## src/rtl/sevenseg_pkg.sv

```systemverilog
// sevenseg_pkg: shared types and constants for the seven-segment scan controller.
//   scan_state_t  - per-slot FSM state (BLANK, DRIVE)
//   SEG_OFF       - all segments dark (active-low)
//   AN_OFF        - all anodes off (active-low)
//   NUM_DIGITS    - digits sharing the cathode bus
package sevenseg_pkg;

    typedef enum logic {
        BLANK = 1'b0,
        DRIVE = 1'b1
    } scan_state_t;

    localparam logic [6:0]  SEG_OFF    = 7'h7F;
    localparam logic [3:0]  AN_OFF     = 4'hF;
    localparam int unsigned NUM_DIGITS = 4;

endpackage

```

## src/rtl/sevenseg_scan_ctrl_if.sv

```systemverilog
// sevenseg_scan_ctrl_if: data-load and display-pin bundle of the scan controller.
//   load        - single-cycle request to capture display data
//   value_in    - one hex nibble per digit, digit 0 in [3:0]
//   dp_in       - decimal point per digit, 1 = lit
//   en_in       - digit enable, 0 = dark
//   an          - anode drives, active-low
//   seg         - segments a..g (bit 0 = a), active-low
//   dp          - decimal point, active-low
//   frame_done  - one-cycle pulse after the last slot of each frame
// master: the value source; slave: the scan controller.
interface sevenseg_scan_ctrl_if;
    import sevenseg_pkg::*;

    logic                    load;
    logic [4*NUM_DIGITS-1:0] value_in;
    logic [NUM_DIGITS-1:0]   dp_in;
    logic [NUM_DIGITS-1:0]   en_in;
    logic [NUM_DIGITS-1:0]   an;
    logic [6:0]              seg;
    logic                    dp;
    logic                    frame_done;

    modport master (
        output load, value_in, dp_in, en_in,
        input  an, seg, dp, frame_done
    );

    modport slave (
        input  load, value_in, dp_in, en_in,
        output an, seg, dp, frame_done
    );

endinterface

```

## src/rtl/hex7seg.sv

```systemverilog
// hex7seg: combinational nibble to active-low seven-segment glyph (0-9, A, b, C, d, E, F).
//   nib - hex digit
//   seg - segments a..g, bit 0 = a, 0 = lit
module hex7seg (
    input  logic [3:0] nib,
    output logic [6:0] seg
);
    import sevenseg_pkg::*;

    always_comb begin
        seg = SEG_OFF;
        case (nib)
            4'h0: seg = 7'h40;
            4'h1: seg = 7'h79;
            4'h2: seg = 7'h24;
            4'h3: seg = 7'h30;
            4'h4: seg = 7'h19;
            4'h5: seg = 7'h12;
            4'h6: seg = 7'h02;
            4'h7: seg = 7'h78;
            4'h8: seg = 7'h00;
            4'h9: seg = 7'h10;
            4'hA: seg = 7'h08;
            4'hB: seg = 7'h03;
            4'hC: seg = 7'h46;
            4'hD: seg = 7'h21;
            4'hE: seg = 7'h06;
            4'hF: seg = 7'h0E;
        endcase
    end

endmodule

```

## src/rtl/sevenseg_scan_ctrl.sv

```systemverilog
// sevenseg_scan_ctrl: time-multiplexed scan of four digits on a shared cathode bus.
// Each digit slot is TICK_DIV cycles; the first BLANK_CYCLES of a slot keep all
// anodes off to suppress ghosting. Display data is double-buffered and only
// becomes active on the frame boundary (last cycle of digit 3's slot).
//   clk  - system clock
//   rst  - asynchronous reset, active-low
//   bus  - sevenseg_scan_ctrl_if.slave (load/value_in/dp_in/en_in in,
//          an/seg/dp/frame_done out, all outputs registered)
// Optional build macro SEVENSEG_LEADING_ZERO_BLANK_EN: suppress leading-zero
// digits (digit 0 always shown; a suppressed digit with dp set shows dp only).
module sevenseg_scan_ctrl
    import sevenseg_pkg::*;
#(
    parameter int unsigned TICK_DIV     = 100_000,
    parameter int unsigned BLANK_CYCLES = 1_000
) (
    input  logic                clk,
    input  logic                rst,
    sevenseg_scan_ctrl_if.slave bus
);
    localparam int unsigned CW = $clog2(TICK_DIV);
    localparam int unsigned DW = $clog2(NUM_DIGITS);
    localparam int unsigned VW = 4 * NUM_DIGITS;

    localparam logic [CW-1:0] CNT_LAST       = CW'(TICK_DIV - 1);
    localparam logic [CW-1:0] CNT_BLANK_LAST = CW'(BLANK_CYCLES - 1);
    localparam logic [DW-1:0] DIG_LAST       = DW'(NUM_DIGITS - 1);

    logic [CW-1:0]         cnt;
    logic [DW-1:0]         d;
    logic                  cnt_wrap;
    logic                  boundary;
    scan_state_t           state, state_nx;

    logic [VW-1:0]         act_val, pend_val;
    logic [NUM_DIGITS-1:0] act_dp, act_en, pend_dp, pend_en;
    logic                  pend;

    logic [3:0]            nib;
    logic [6:0]            seg_dec;
    logic                  show;
    logic [NUM_DIGITS-1:0] an_nx, an_q;
    logic [6:0]            seg_nx, seg_q;
    logic                  dp_nx, dp_q, fd_q;

    assign cnt_wrap = (cnt == CNT_LAST);
    assign boundary = cnt_wrap && (d == DIG_LAST);

    always_ff @(posedge clk or negedge rst) begin
        if (!rst) begin
            cnt <= '0;
            d   <= '0;
        end else if (cnt_wrap) begin
            cnt <= '0;
            d   <= (d == DIG_LAST) ? '0 : d + DW'(1);
        end else begin
            cnt <= cnt + CW'(1);
        end
    end

    always_ff @(posedge clk or negedge rst) begin
        if (!rst) state <= BLANK;
        else      state <= state_nx;
    end

    always_comb begin
        state_nx = state;
        case (state)
            BLANK: if (cnt == CNT_BLANK_LAST) state_nx = DRIVE;
            DRIVE: if (cnt_wrap)              state_nx = BLANK;
            default: state_nx = BLANK;
        endcase
    end

    // A load on the boundary cycle goes straight to the active set; otherwise
    // it parks in pending, which is promoted (and cleared) at the boundary.
    always_ff @(posedge clk or negedge rst) begin
        if (!rst) begin
            act_val  <= '0;
            act_dp   <= '0;
            act_en   <= '1;
            pend_val <= '0;
            pend_dp  <= '0;
            pend_en  <= '0;
            pend     <= 1'b0;
        end else if (boundary) begin
            if (bus.load) begin
                act_val <= bus.value_in;
                act_dp  <= bus.dp_in;
                act_en  <= bus.en_in;
            end else if (pend) begin
                act_val <= pend_val;
                act_dp  <= pend_dp;
                act_en  <= pend_en;
            end
            pend <= 1'b0;
        end else if (bus.load) begin
            pend_val <= bus.value_in;
            pend_dp  <= bus.dp_in;
            pend_en  <= bus.en_in;
            pend     <= 1'b1;
        end
    end

    assign nib = act_val[{d, 2'b00} +: 4];

    hex7seg u_dec (
        .nib (nib),
        .seg (seg_dec)
    );

`ifdef SEVENSEG_LEADING_ZERO_BLANK_EN
    // lz[i]: nibble i and every higher nibble are zero; digit 0 never qualifies.
    logic [NUM_DIGITS-1:0] lz;
    always_comb begin
        lz = '0;
        for (int unsigned i = 1; i < NUM_DIGITS; i++) begin
            lz[i] = ((act_val >> (4 * i)) == '0);
        end
    end
`endif

    always_comb begin
        an_nx  = AN_OFF;
        seg_nx = SEG_OFF;
        dp_nx  = 1'b1;
        show   = 1'b0;
        if (state == DRIVE) begin
            seg_nx = seg_dec;
            dp_nx  = ~act_dp[d];
            show   = act_en[d];
`ifdef SEVENSEG_LEADING_ZERO_BLANK_EN
            if (lz[d]) begin
                if (act_dp[d]) seg_nx = SEG_OFF;
                else           show   = 1'b0;
            end
`endif
            if (show) an_nx[d] = 1'b0;
        end
    end

    always_ff @(posedge clk or negedge rst) begin
        if (!rst) begin
            an_q  <= AN_OFF;
            seg_q <= SEG_OFF;
            dp_q  <= 1'b1;
            fd_q  <= 1'b0;
        end else begin
            an_q  <= an_nx;
            seg_q <= seg_nx;
            dp_q  <= dp_nx;
            fd_q  <= boundary;
        end
    end

    assign bus.an         = an_q;
    assign bus.seg        = seg_q;
    assign bus.dp         = dp_q;
    assign bus.frame_done = fd_q;

endmodule
```

## src/flat_wrapper.sv

```systemverilog
// flat-port wrapper written by rule: the top's interface ports become plain ports
module sevenseg_scan_ctrl_flat import sevenseg_pkg::*;
#(
    parameter int unsigned TICK_DIV     = 100_000,
    parameter int unsigned BLANK_CYCLES = 1_000
)
  (clk, rst, bus_load, bus_value_in, bus_dp_in, bus_en_in, bus_an, bus_seg, bus_dp, bus_frame_done);
  sevenseg_scan_ctrl_if bus_i ();
  input  logic clk;
  input  logic rst;
  input wire logic [$bits(bus_i.load)-1:0] bus_load;
  input wire logic [$bits(bus_i.value_in)-1:0] bus_value_in;
  input wire logic [$bits(bus_i.dp_in)-1:0] bus_dp_in;
  input wire logic [$bits(bus_i.en_in)-1:0] bus_en_in;
  output wire logic [$bits(bus_i.an)-1:0] bus_an;
  output wire logic [$bits(bus_i.seg)-1:0] bus_seg;
  output wire logic [$bits(bus_i.dp)-1:0] bus_dp;
  output wire logic [$bits(bus_i.frame_done)-1:0] bus_frame_done;
  assign bus_i.load = bus_load;
  assign bus_i.value_in = bus_value_in;
  assign bus_i.dp_in = bus_dp_in;
  assign bus_i.en_in = bus_en_in;
  assign bus_an = bus_i.an;
  assign bus_seg = bus_i.seg;
  assign bus_dp = bus_i.dp;
  assign bus_frame_done = bus_i.frame_done;
  sevenseg_scan_ctrl #(.TICK_DIV(TICK_DIV), .BLANK_CYCLES(BLANK_CYCLES)) u_core (.clk(clk), .rst(rst), .bus(bus_i));
endmodule
```

## config.mk

```make
export PLATFORM = sky130hd
export DESIGN_NAME = sevenseg_scan_ctrl_flat
export DESIGN_NICKNAME = d
export VERILOG_FILES = /design/src/rtl/sevenseg_pkg.sv /design/src/rtl/sevenseg_scan_ctrl_if.sv /design/src/rtl/hex7seg.sv /design/src/rtl/sevenseg_scan_ctrl.sv /design/src/flat_wrapper.sv
export SDC_FILE = /design/constraint.sdc
export NUM_CORES = 1
export LEC_CHECK = 0
export CAP_MARGIN = 20
export CORE_ASPECT_RATIO = 1.25
export CORE_MARGIN = 3
export CORE_UTILIZATION = 51
export CTS_CLUSTER_DIAMETER = 30
export DETAILED_ROUTE_END_ITERATION = 12
export GPL_TIMING_DRIVEN = 0
export PLACE_DENSITY = 0.75
export SKIP_LAST_GASP = 1
export SYNTH_ARGS = -nofsm -noshare
export SYNTH_HDL_FRONTEND = slang
export SYNTH_SLANG_ARGS = --single-unit
```

## constraint.sdc

```tcl
create_clock -name clk -period 2.2 [get_ports clk]
set_input_delay 0.55 -clock clk [delete_from_list [all_inputs] [get_ports clk]]
set_output_delay 0.55 -clock clk [all_outputs]
set_load 0.01 [all_outputs]
```

==> flow_summary.json <==
{
  "status": "complete, no violations",
  "io-pin-count": 40,
  "report.final.slew_viol_count": 0,
  "yosysWarningCount": 0,
  "syn-cell-area_sq_um": 3920,
  "final.setup.worst_slack_ns": 0.0878,
  "grt_overflow": 0,
  "tightestPinTransition_ns": 0.706,
  "antennaDiodeCount": 0,
  "clk_path_buf_depth": 2,
  "gr-usage-met2": 0.291,
  "path_buf_inv": 2,
  "top_usage_layer": "met2",
  "p_int_mw": 2.42,
  "syn-instance-count": 324,
  "clock_skew_ns": 0.00867,
  "initial_core_util": 0.529,
  "clk_latency_ns": 0.36,
  "first_global_vias": 2683,
  "die_h_um": 104,
  "yosysSeqAreaShare": 0.529,
  "worst_path_max_delay_cell": "dfrtp_2",
  "die_w_um": 84.4,
  "final_nets": 418,
  "cp_max_fo": 10,
  "routed_wirelength_mm": 7.26,
  "place.gp.congestion": 0.882,
  "grt_pass1_wl_mm": 12.6,
  "fin_area_sq_um": 4730,
  "finalWorstPathRequiredPeriod_ns": 2.11,
  "path_clk_slew_ns": 0.09,
  "end_kind": "flop",
  "cts_buffers": 9,
  "crit_required_ns": 2.44,
  "port_buffers": 38,
  "dieArea_sq_um": 8770,
  "p_leak_nw": 2.00,
  "synth_fp_nets": 363,
  "post-route-util": 0.639,
  "hold_slack_ns": 0.121,
  "wl_per_cell_um": 15.3,
  "power_frac_seq": 0.510,
  "hold_viol_final": 0,
  "firstDrtPassIters": 7,
  "relSlewSlack": 0.529,
  "cts_tree": "done",
  "cp-start-kind": "flop",
  "syn_avg_cell_area_sq_um": 12.1,
  "use_met3": 0.0285,
  "postPlaceCellArea_sq_um": 4440,
  "setup_viol": 0,
  "viasPerCell": 5.61,
  "fmax_mhz": 473,
  "syn2layout_area_growth_pct": 20.7,
  "holdBufCountCts": 0,
  "path_delay_family": "simple AND/OR/NAND/NOR gates",
  "crit_arrival_ns": 2.36,
  "critPathMaxStageDelay_ns": 0.45,
  "pwr-share-comb": 0.066,
  "grt_usage": 0.180,
  "core_region_area_sq_um": 7400,
  "dpl.hpwl_mm": 5.15,
  "fin_crit_sh": 0.960,
  "ys_types": 39,
  "power_per_cell_area_nw_per_um2": 652,
  "grt_antenna_before_repair": 0,
  "vdd_ir_drop_max_mv": 0.473,
  "swShare": 0.215,
  "ant_nets": 0,
  "p_sw_uw": 662,
  "hold_path_class": "primary input to asynchronous set/reset pin",
  "grt_max_degree": 51,
  "ys_ff_latch": 82,
  "crit_chain": "nor4_4, nand2_2, o41ai_4, buf_4, buf_6, mux2_2",
  "grtUsageMet1": 0.226,
  "reg2reg_setup_slack_ns": 0.09,
  "cts_sinks": 82,
  "power_frac_clock": 0.424,
  "rows": 35,
  "drt_iter0_drc": 117,
  "drc_errors": 0,
  "post-place-ws_ns": -0.101,
  "maxCapViolCount": 0,
  "cts_root_buf": "clkbuf_8",
  "htreeDepth": 3,
  "layout-drive-gt1-share": 0.232,
  "path_class": "flop to flop",
  "vias": 2668
}
cell usage after synthesis, drive strengths merged:
| cell | instances | area share |
|---|---|---|
| and4b | 1 | 0.0026 |
| xor2 | 5 | 0.011 |
| mux2 | 27 | 0.078 |
| nand2b | 2 | 0.0032 |
| and2 | 2 | 0.0032 |
| o21ai | 56 | 0.072 |
| mux2i | 26 | 0.066 |
| nor4 | 4 | 0.010 |
| xnor2 | 7 | 0.016 |
| nand3 | 10 | 0.013 |
| o41ai | 1 | 0.0070 |
| nand4 | 4 | 0.0064 |
| buf | 5 | 0.014 |
| or3 | 2 | 0.0032 |
| and3 | 1 | 0.0016 |
| o311ai | 2 | 0.0045 |
| nand2 | 19 | 0.020 |
| o211ai | 6 | 0.012 |
| nor2 | 12 | 0.012 |
| inv | 6 | 0.0058 |
| nor3 | 2 | 0.0026 |
| mux4 | 6 | 0.035 |
| dfrtp | 66 | 0.42 |
| dfstp | 16 | 0.11 |
| a21o | 1 | 0.0019 |
| and4bb | 2 | 0.0064 |
| clkbuf | 13 | 0.012 |
| and4 | 3 | 0.0070 |
| ha | 12 | 0.038 |
| nand3b | 1 | 0.0019 |
| a21oi | 2 | 0.0026 |
| or2 | 2 | 0.0032 |
power by group through the flow:
stage	combinational, mW	clock, mW	sequential [mW]
2_1_floorplan	0.101	0	1.59
3_3_place_gp	0.194	0	1.60
3_5_place_dp	0.206	0	1.60
4_1_cts	0.209	1.34	1.57
5_1_grt	0.225	1.40	1.58
6_report	0.203	1.31	1.57
area by class of cell:
| type | instances | area, sq um |
|---|---|---|
| fillers | 597 | 2680 |
| flip-flops and latches | 82 | 2070 |
| multi-input cells | 218 | 1720 |
| repair buffers | 44 | 443 |
| clock buffers | 9 | 124 |
| clock inverters | 7 | 118 |
| well taps | 92 | 115 |
| plain buffers | 18 | 108 |
| inverters | 6 | 22.5 |
metal layers:
metal | share of wire | vias up | routed length, um
met5 | 0 | - | 0
met4 | 0.034 | 0 | 245
met3 | 0.035 | 22 | 256
met2 | 0.50 | 55 | 3630
met1 | 0.43 | 1319 | 3130
li1 | - | 1272 | -
state kept, by name, summed over array words and instances (netlist names):
signal and flops:
u_core.cnt 17, u_core.act_val 16, u_core.pend_val 16, u_core.bus.seg 7, u_core.act_dp 4, u_core.act_en 4
u_core.bus.an 4, u_core.pend_dp 4, u_core.pend_en 4, u_core.d 2, u_core.bus.dp 1, u_core.bus.frame_done 1
u_core.pend 1, u_core.state 1
through the flow:
stage | TNS (ns) | cells | power (mW)
5_1_grt | -0.0610 | 476 | 3.20
3_5_place_dp | -2.20 | 455 | 1.81
4_1_cts | 0 | 475 | 3.12
2_1_floorplan | 0 | 324 | 1.70
3_3_place_gp | -165.59 | 454 | 1.79
6_report | 0 | 476 | 3.08
what timing repair did:
item                                    in CTS  in global routing
endpoints found under the setup margin      38                 28
pin swaps                                    1                  1
setup buffers                                4                  1
resized for setup                            0                  8
final timing paths:
check | depth (start not counted) | endpoint | start
worst max-delay path | 6 | u_core.pend_val[14]$_DFFE_PN0P_ | u_core.cnt[14]$_DFF_PN0_
worst min-delay path | 1 | u_core.cnt[12]$_DFF_PN0_ | rst
worst max register to register | 6 | u_core.pend_val[14]$_DFFE_PN0P_ | u_core.cnt[14]$_DFF_PN0_
worst min register to register | 2 | u_core.act_en[3]$_DFFE_PN1P_ | u_core.act_en[3]$_DFFE_PN1P_
max in group asynchronous | 2 | u_core.bus.seg[1]$_DFF_PN1_ | rst
min in group clk | 2 | u_core.act_en[3]$_DFFE_PN1P_ | u_core.act_en[3]$_DFFE_PN1P_
cells by family after synthesis:
logic type	after synthesis	synth area share
flip-flops	82	0.529
AO/OA/AOI/OAI	68	0.0991
AND/OR/NAND/NOR	67	0.0959
multiplexers	59	0.179
buffers and inverters	24	0.0320
XOR/XNOR	12	0.0268
adder cells (fa/ha/maj)	12	0.0383
worst register-to-register path, stage by stage (launching register included):
cell	delay (ns)
dfrtp_2	0.45
nor4_4	0.40
nand2_2	0.13
o41ai_4	0.33
buf_4	0.19
buf_6	0.15
mux2_2	0.35
cell usage in the layout (no fill, tap or decap), drive strengths merged, types with 2 or more instances in the layout:
| cell | netlist | layout |
|---|---|---|
| a21oi | 2 | 2 |
| and2 | 2 | 2 |
| and4 | 3 | 3 |
| and4bb | 2 | 2 |
| buf | 5 | 11 |
| bufinv | 0 | 3 |
| clkbuf | 13 | 23 |
| clkdlybuf4s50 | 0 | 37 |
| clkinvlp | 0 | 3 |
| dfrtp | 66 | 66 |
| dfstp | 16 | 16 |
| ha | 12 | 12 |
| inv | 6 | 6 |
| mux2 | 27 | 27 |
| mux2i | 26 | 26 |
| mux4 | 6 | 6 |
| nand2 | 19 | 19 |
| nand2b | 2 | 2 |
| nand3 | 10 | 10 |
| nand4 | 4 | 4 |
| nor2 | 12 | 12 |
| nor3 | 2 | 2 |
| nor4 | 4 | 4 |
| o211ai | 6 | 6 |
| o21ai | 56 | 56 |
| o311ai | 2 | 2 |
| or2 | 2 | 2 |
| or3 | 2 | 2 |
| xnor2 | 7 | 7 |
| xor2 | 5 | 5 |
Note: power is estimated with default switching activity, not from simulation.
